`config.mk`:
```
export PLATFORM = sky130hd
export DESIGN_NAME = pll_lock_sequencer
export DESIGN_NICKNAME = d
export VERILOG_FILES = /design/src/rtl/pll_lock_sequencer.sv
export SDC_FILE = /design/constraint.sdc
export NUM_CORES = 1
export LEC_CHECK = 0
export ABC_AREA = 1
export BUFFER_PORTS_ARGS = -buffer_cell sky130_fd_sc_hd__buf_2
export CORE_UTILIZATION = 59
export CTS_CLUSTER_SIZE = 20
export DETAILED_ROUTE_END_ITERATION = 16
export GPL_TIMING_DRIVEN = 0
export PLACE_DENSITY = 0.78
export SYNTH_ARGS = -nofsm -noshare
export SYNTH_HDL_FRONTEND = slang
export SYNTH_SLANG_ARGS = --single-unit
```
`constraint.sdc`:
```
create_clock -name refclk -period 1.8 [get_ports refclk]
set_input_delay 0.09 -clock refclk [delete_from_list [all_inputs] [get_ports refclk]]
set_output_delay 0.09 -clock refclk [all_outputs]
set_load 0.005 [all_outputs]
```
`src/rtl/pll_lock_sequencer.sv`:
```
// PLL bring-up sequencer: pulses the PLL reset, waits for and qualifies lock,
// and holds the PLL-domain system reset until lock has been stable long enough.
module pll_lock_sequencer #(
  parameter int RST_HOLD_CYCLES = 500,
  parameter int LOCK_TIMEOUT    = 50000,
  parameter int LOCK_STABLE     = 1024,
  parameter int MAX_RETRIES     = 3,
  parameter int CNT_W           = 16
) (
  input  logic       refclk,
  input  logic       reset,
  input  logic       pll_lock,
  input  logic       restart,
  output logic       pll_reset,
  output logic       sys_rst,
  output logic       ready,
  output logic       fail,
  output logic       lock_lost,
  output logic [3:0] retry_count
);

  typedef enum logic [2:0] {
    ST_RESET_HOLD,
    ST_WAIT_LOCK,
    ST_STABLE,
    ST_RUN,
    ST_FAIL
  } state_t;

  localparam logic [CNT_W-1:0] HOLD_LAST    = CNT_W'(RST_HOLD_CYCLES - 1);
  localparam logic [CNT_W-1:0] TIMEOUT_LAST = CNT_W'(LOCK_TIMEOUT - 1);
  localparam logic [CNT_W-1:0] STABLE_LAST  = CNT_W'(LOCK_STABLE - 1);
  localparam logic [CNT_W-1:0] CNT_ONE      = CNT_W'(1);
  localparam logic [3:0]       RETRY_LIMIT  = 4'(MAX_RETRIES);

  state_t           r_state;
  logic [CNT_W-1:0] r_cnt;
  logic             r_lock_meta;
  logic             r_lock_s;
  logic             r_pll_reset;
  logic             r_sys_rst;
  logic             r_ready;
  logic             r_fail;
  logic             r_lock_lost;
  logic [3:0]       r_retry_count;

  // pll_lock comes from the PLL's own timing domain; bring it onto refclk.
  always_ff @(posedge refclk or posedge reset) begin
    if (reset) begin
      r_lock_meta <= 1'b0;
      r_lock_s    <= 1'b0;
    end else begin
      r_lock_meta <= pll_lock;
      r_lock_s    <= r_lock_meta;
    end
  end

  always_ff @(posedge refclk or posedge reset) begin
    if (reset) begin
      r_state       <= ST_RESET_HOLD;
      r_cnt         <= '0;
      r_pll_reset   <= 1'b1;
      r_sys_rst     <= 1'b1;
      r_ready       <= 1'b0;
      r_fail        <= 1'b0;
      r_lock_lost   <= 1'b0;
      r_retry_count <= 4'd0;
    end else if (restart) begin
      r_state       <= ST_RESET_HOLD;
      r_cnt         <= '0;
      r_pll_reset   <= 1'b1;
      r_sys_rst     <= 1'b1;
      r_ready       <= 1'b0;
      r_fail        <= 1'b0;
      r_lock_lost   <= 1'b0;
      r_retry_count <= 4'd0;
    end else begin
      case (r_state)
        ST_RESET_HOLD: begin
          if (r_cnt == HOLD_LAST) begin
            r_state     <= ST_WAIT_LOCK;
            r_cnt       <= '0;
            r_pll_reset <= 1'b0;
          end else begin
            r_cnt <= r_cnt + CNT_ONE;
          end
        end
        ST_WAIT_LOCK: begin
          if (r_lock_s) begin
            r_state <= ST_STABLE;
            r_cnt   <= '0;
          end else if (r_cnt == TIMEOUT_LAST) begin
            r_cnt       <= '0;
            r_pll_reset <= 1'b1;
            if (r_retry_count == RETRY_LIMIT) begin
              r_state <= ST_FAIL;
              r_fail  <= 1'b1;
            end else begin
              r_state       <= ST_RESET_HOLD;
              r_retry_count <= r_retry_count + 4'd1;
            end
          end else begin
            r_cnt <= r_cnt + CNT_ONE;
          end
        end
        ST_STABLE: begin
          // A lock glitch restarts the timeout window without re-pulsing the PLL.
          if (!r_lock_s) begin
            r_state <= ST_WAIT_LOCK;
            r_cnt   <= '0;
          end else if (r_cnt == STABLE_LAST) begin
            r_state   <= ST_RUN;
            r_cnt     <= '0;
            r_sys_rst <= 1'b0;
            r_ready   <= 1'b1;
          end else begin
            r_cnt <= r_cnt + CNT_ONE;
          end
        end
        ST_RUN: begin
          if (!r_lock_s) begin
            r_state       <= ST_RESET_HOLD;
            r_cnt         <= '0;
            r_pll_reset   <= 1'b1;
            r_sys_rst     <= 1'b1;
            r_ready       <= 1'b0;
            r_lock_lost   <= 1'b1;
            r_retry_count <= 4'd0;
          end
        end
        ST_FAIL: begin
          r_cnt <= '0;
        end
        default: begin
          r_state     <= ST_RESET_HOLD;
          r_cnt       <= '0;
          r_pll_reset <= 1'b1;
          r_sys_rst   <= 1'b1;
          r_ready     <= 1'b0;
          r_fail      <= 1'b0;
        end
      endcase
    end
  end

  assign pll_reset   = r_pll_reset;
  assign sys_rst     = r_sys_rst;
  assign ready       = r_ready;
  assign fail        = r_fail;
  assign lock_lost   = r_lock_lost;
  assign retry_count = r_retry_count;

endmodule
```
==> impl_results.md <==
* Post-DP HPWL at around 2.6 mm
* DRT antenna net count at 0
* Final Util at 0.725
* Most frequent cells in the layout: 67 x nand2_1, 28 x dfrtp_1, 26 x inv_1
* Most common cell after layout, fill and taps aside: nand2_1
* Minimum clock period at around 1.7 ns
* First-pass GRT wire length at ~6.4 mm
* Routed WL at between 3 and 4 mm
* Final Net Count at roughly 270
* WHS at ~0.017 ns
* Max Slew Vio Count at 0
* Hold Crit Class: input pin to async pin
* Post-Route Skew at 0.00973 ns
* Drt wl/cell at ~12 um
* Die area at around 3300 um^2
* Tightest Pin Transition at about 1.1 ns
* Unrepaired setup endpoints after global routing: no
* Largest family of logic cells by synthesized area: simple AND/OR/NAND/NOR gates
* I/O Buffers at 12
* Critical path buffer and inverter count at 1
* Status: finished, final reports clean
* Reg2reg start: r_state[0]
* Sequential element share of the synthesized area at 0.410
* Pwr per Cell Area at around 1000 nW/um^2
* Worst Path Required at between 2 and 2.5 ns
* Area Overhead vs Synth at 12.5%
* Crit path max fanout at 10
* Critical path startpoint: r_state[0]
* Max clock buf depth at 2
* R2R Setup Slk at 0.12 ns
* Die X at 57.8 um
* Crit path arrival time at around 1.9 ns
* Post-synth EDFFs at 0
* Hold Violations, Final at 0
* # diodes at 0
* Clock Latency Late Sink at approximately 0.33 ns
* Synthesized area per cell at between 7 and 8 um^2
* Post-synth net total at around 250
* Setup violations, final at 0
* Yosys reg bits at 30
* TritonCTS Buffers at 5
* Adder-Cell Fraction of Synth Area at 0.0136
* Synth Flop Type: dfrtp_1
* Mux cell area share after synthesis at 0.0123
* Pre-CTS setup slack at -0.0268 ns
* CP delay by family, top: compound AO/OA/AOI/OAI gates
* R2R depth at 4
* CTS sink count at 30
* Synth Area in Compound Gates at 0.120
* Simple logic cell fraction of the synthesized area at 0.320
* Post-synthesis cell area at roughly 1800 um^2
* Initial Utilization at 0.644
* Core footprint at between 2000 and 3000 um^2
* Placed cell count at about 280
* Share of post-route cells with drive strength above 1 at 0.217
* Antenna violations before repair at 0
* Leakage at ~1.0 nW
* Dpl cell area at approximately 1900 um^2
* Number of global-route vias before repair at around 1,500
* CTS root buf: clkbuf_4
* CTS tree: yes
* F_max at 596 MHz
* Max Cap Viol at 0
* Syn Inst Count at around 240
* Crit Path Category: flop to flop
* Warnings from Yosys at 0
* Via count at between 1,500 and 2,000
* Post-route DRC violation count at 0
* Synth unique cells at 33
* Die height at a little under 60 um
* Worst IR Drop VDD at slightly below 900 uV
* Worst path slowest cell: a211oi_1
* Core Rows at 19
* Filler instances at 217
* Async S/R FF share, synth at 1.00
* Worst setup SP type: flop
* Final WS setup at 0.121 ns
* DR vias/cell at 5.30
* Period utilisation layout at 0.933
* Clock transition at path regs at 0.10 ns
* Largest stage delay on the critical path at 0.70 ns
* H-tree level count at 2
* Cell Count, Final, Fillers Out at around 300
* Slew HR at 0.265
* Synth Area in XOR/XNOR at 0.0477
* Final instance area at ~2100 um^2
* Largest net degree at the start of global routing at 31
* All-layer global routing usage at 0.255
* Routability cong. at around 0.9
* Starting DRT DRC Count at between 80 and 90
* Top Ports at 13
* CP Cell Sequence: a211oi_1 > nand2_4 > buf_8 > mux2i_4
* Worst Setup End Kind: flop
* Grt total ovfl at 0
* R2r endpoint: r_cnt[0]
* Drt first pass iters at 5
==> power breakdown <==
| group | switching, mW | internal [mW] |
|---|---|---|
| clock | 0.242 | 0.287 |
| combinational | 0.408 | 0.273 |
| sequential | 0.0952 | 0.768 |
==> through the flow <==
step           power [mW]  setup TNS (ns)
3_5_place_dp         1.49          -0.134
4_1_cts              2.04               0
3_3_place_gp         1.48               0
5_1_grt              2.22               0
6_report             2.07               0
2_1_floorplan        1.33               0
==> final cells by class <==
class                           instances  area [um^2]  share of cell area
Clock inverter                          3         40.0              0.0194
Tap cell                               31         38.8              0.0188
Sequential cell                        30          753               0.364
Timing Repair Buffer                   14         77.6              0.0375
Buffer                                  4         42.5              0.0206
Inverter                               28          105              0.0508
Multi-Input combinational cell        179          973               0.471
Clock buffer                            5         37.5              0.0181
==> metal layers <==
layer / share of wire / global-route usage / wire length [um]
met1: 0.48 / 0.354 / 1750
met4: 0.013 / 0.112 / 48
met2: 0.45 / 0.386 / 1650
met3: 0.062 / 0.0536 / 228
met5: 0 / 0 / 0
==> cells by family after synthesis <==
group | Yosys count
simple gates | 132
mux | 1
buf+inv | 32
compound gates | 34
flops | 30
xor+xnor | 10
fa+ha+maj | 2
==> what timing repair did <==
action / in CTS / in global routing
hold buffers: 1 / 0
hold endpoints to repair: 1 / 0
setup buffers: 1 / 0
gates resized for setup: 0 / 10
pin swaps: 0 / 0
endpoints found under the setup margin: 10 / 17
==> cells in the mapped netlist, types with 2 or more instances <==
master | n | area share
nand3_1 | 18 | 0.049
nor2_1 | 27 | 0.055
nand4_1 | 2 | 0.0068
nor2_2 | 3 | 0.010
ha_1 | 2 | 0.014
a21oi_1 | 5 | 0.014
inv_1 | 26 | 0.053
inv_2 | 2 | 0.0041
a211oi_1 | 2 | 0.0082
dfrtp_1 | 28 | 0.38
buf_2 | 2 | 0.0054
nor3_1 | 5 | 0.014
a21oi_2 | 5 | 0.024
o21ai_2 | 4 | 0.019
nand3_2 | 3 | 0.016
xor2_1 | 5 | 0.024
o21ai_0 | 14 | 0.038
nand2_1 | 67 | 0.14
nand2_2 | 2 | 0.0068
xnor2_1 | 5 | 0.024
dfstp_2 | 2 | 0.029
==> how the worst max path moves through the flow <==
| stage | slack [ns] | endpoint | cells past startpoint |
|---|---|---|---|
| final | 0.12 | r_cnt[0] | 4 |
| after global routing | 0.02 | r_cnt[0] | 9 |
| after CTS | 0.05 | r_cnt[0] | 9 |
| after detailed placement | -0.03 | r_cnt[0] | 9 |
| after global placement | 0.003 | r_cnt[0] | 9 |
| after floorplan | 0.21 | r_cnt[0] | 9 |
==> flip-flops by register name (all words and copies together) (netlist names) <==
register and count:
r_lock_s 1, r_cnt 16, retry_count 4, fail 1, lock_lost 1, r_state 3, r_lock_meta 1, pll_reset 1
sys_rst 1, ready 1
Note: power is estimated with default switching activity, not from simulation.
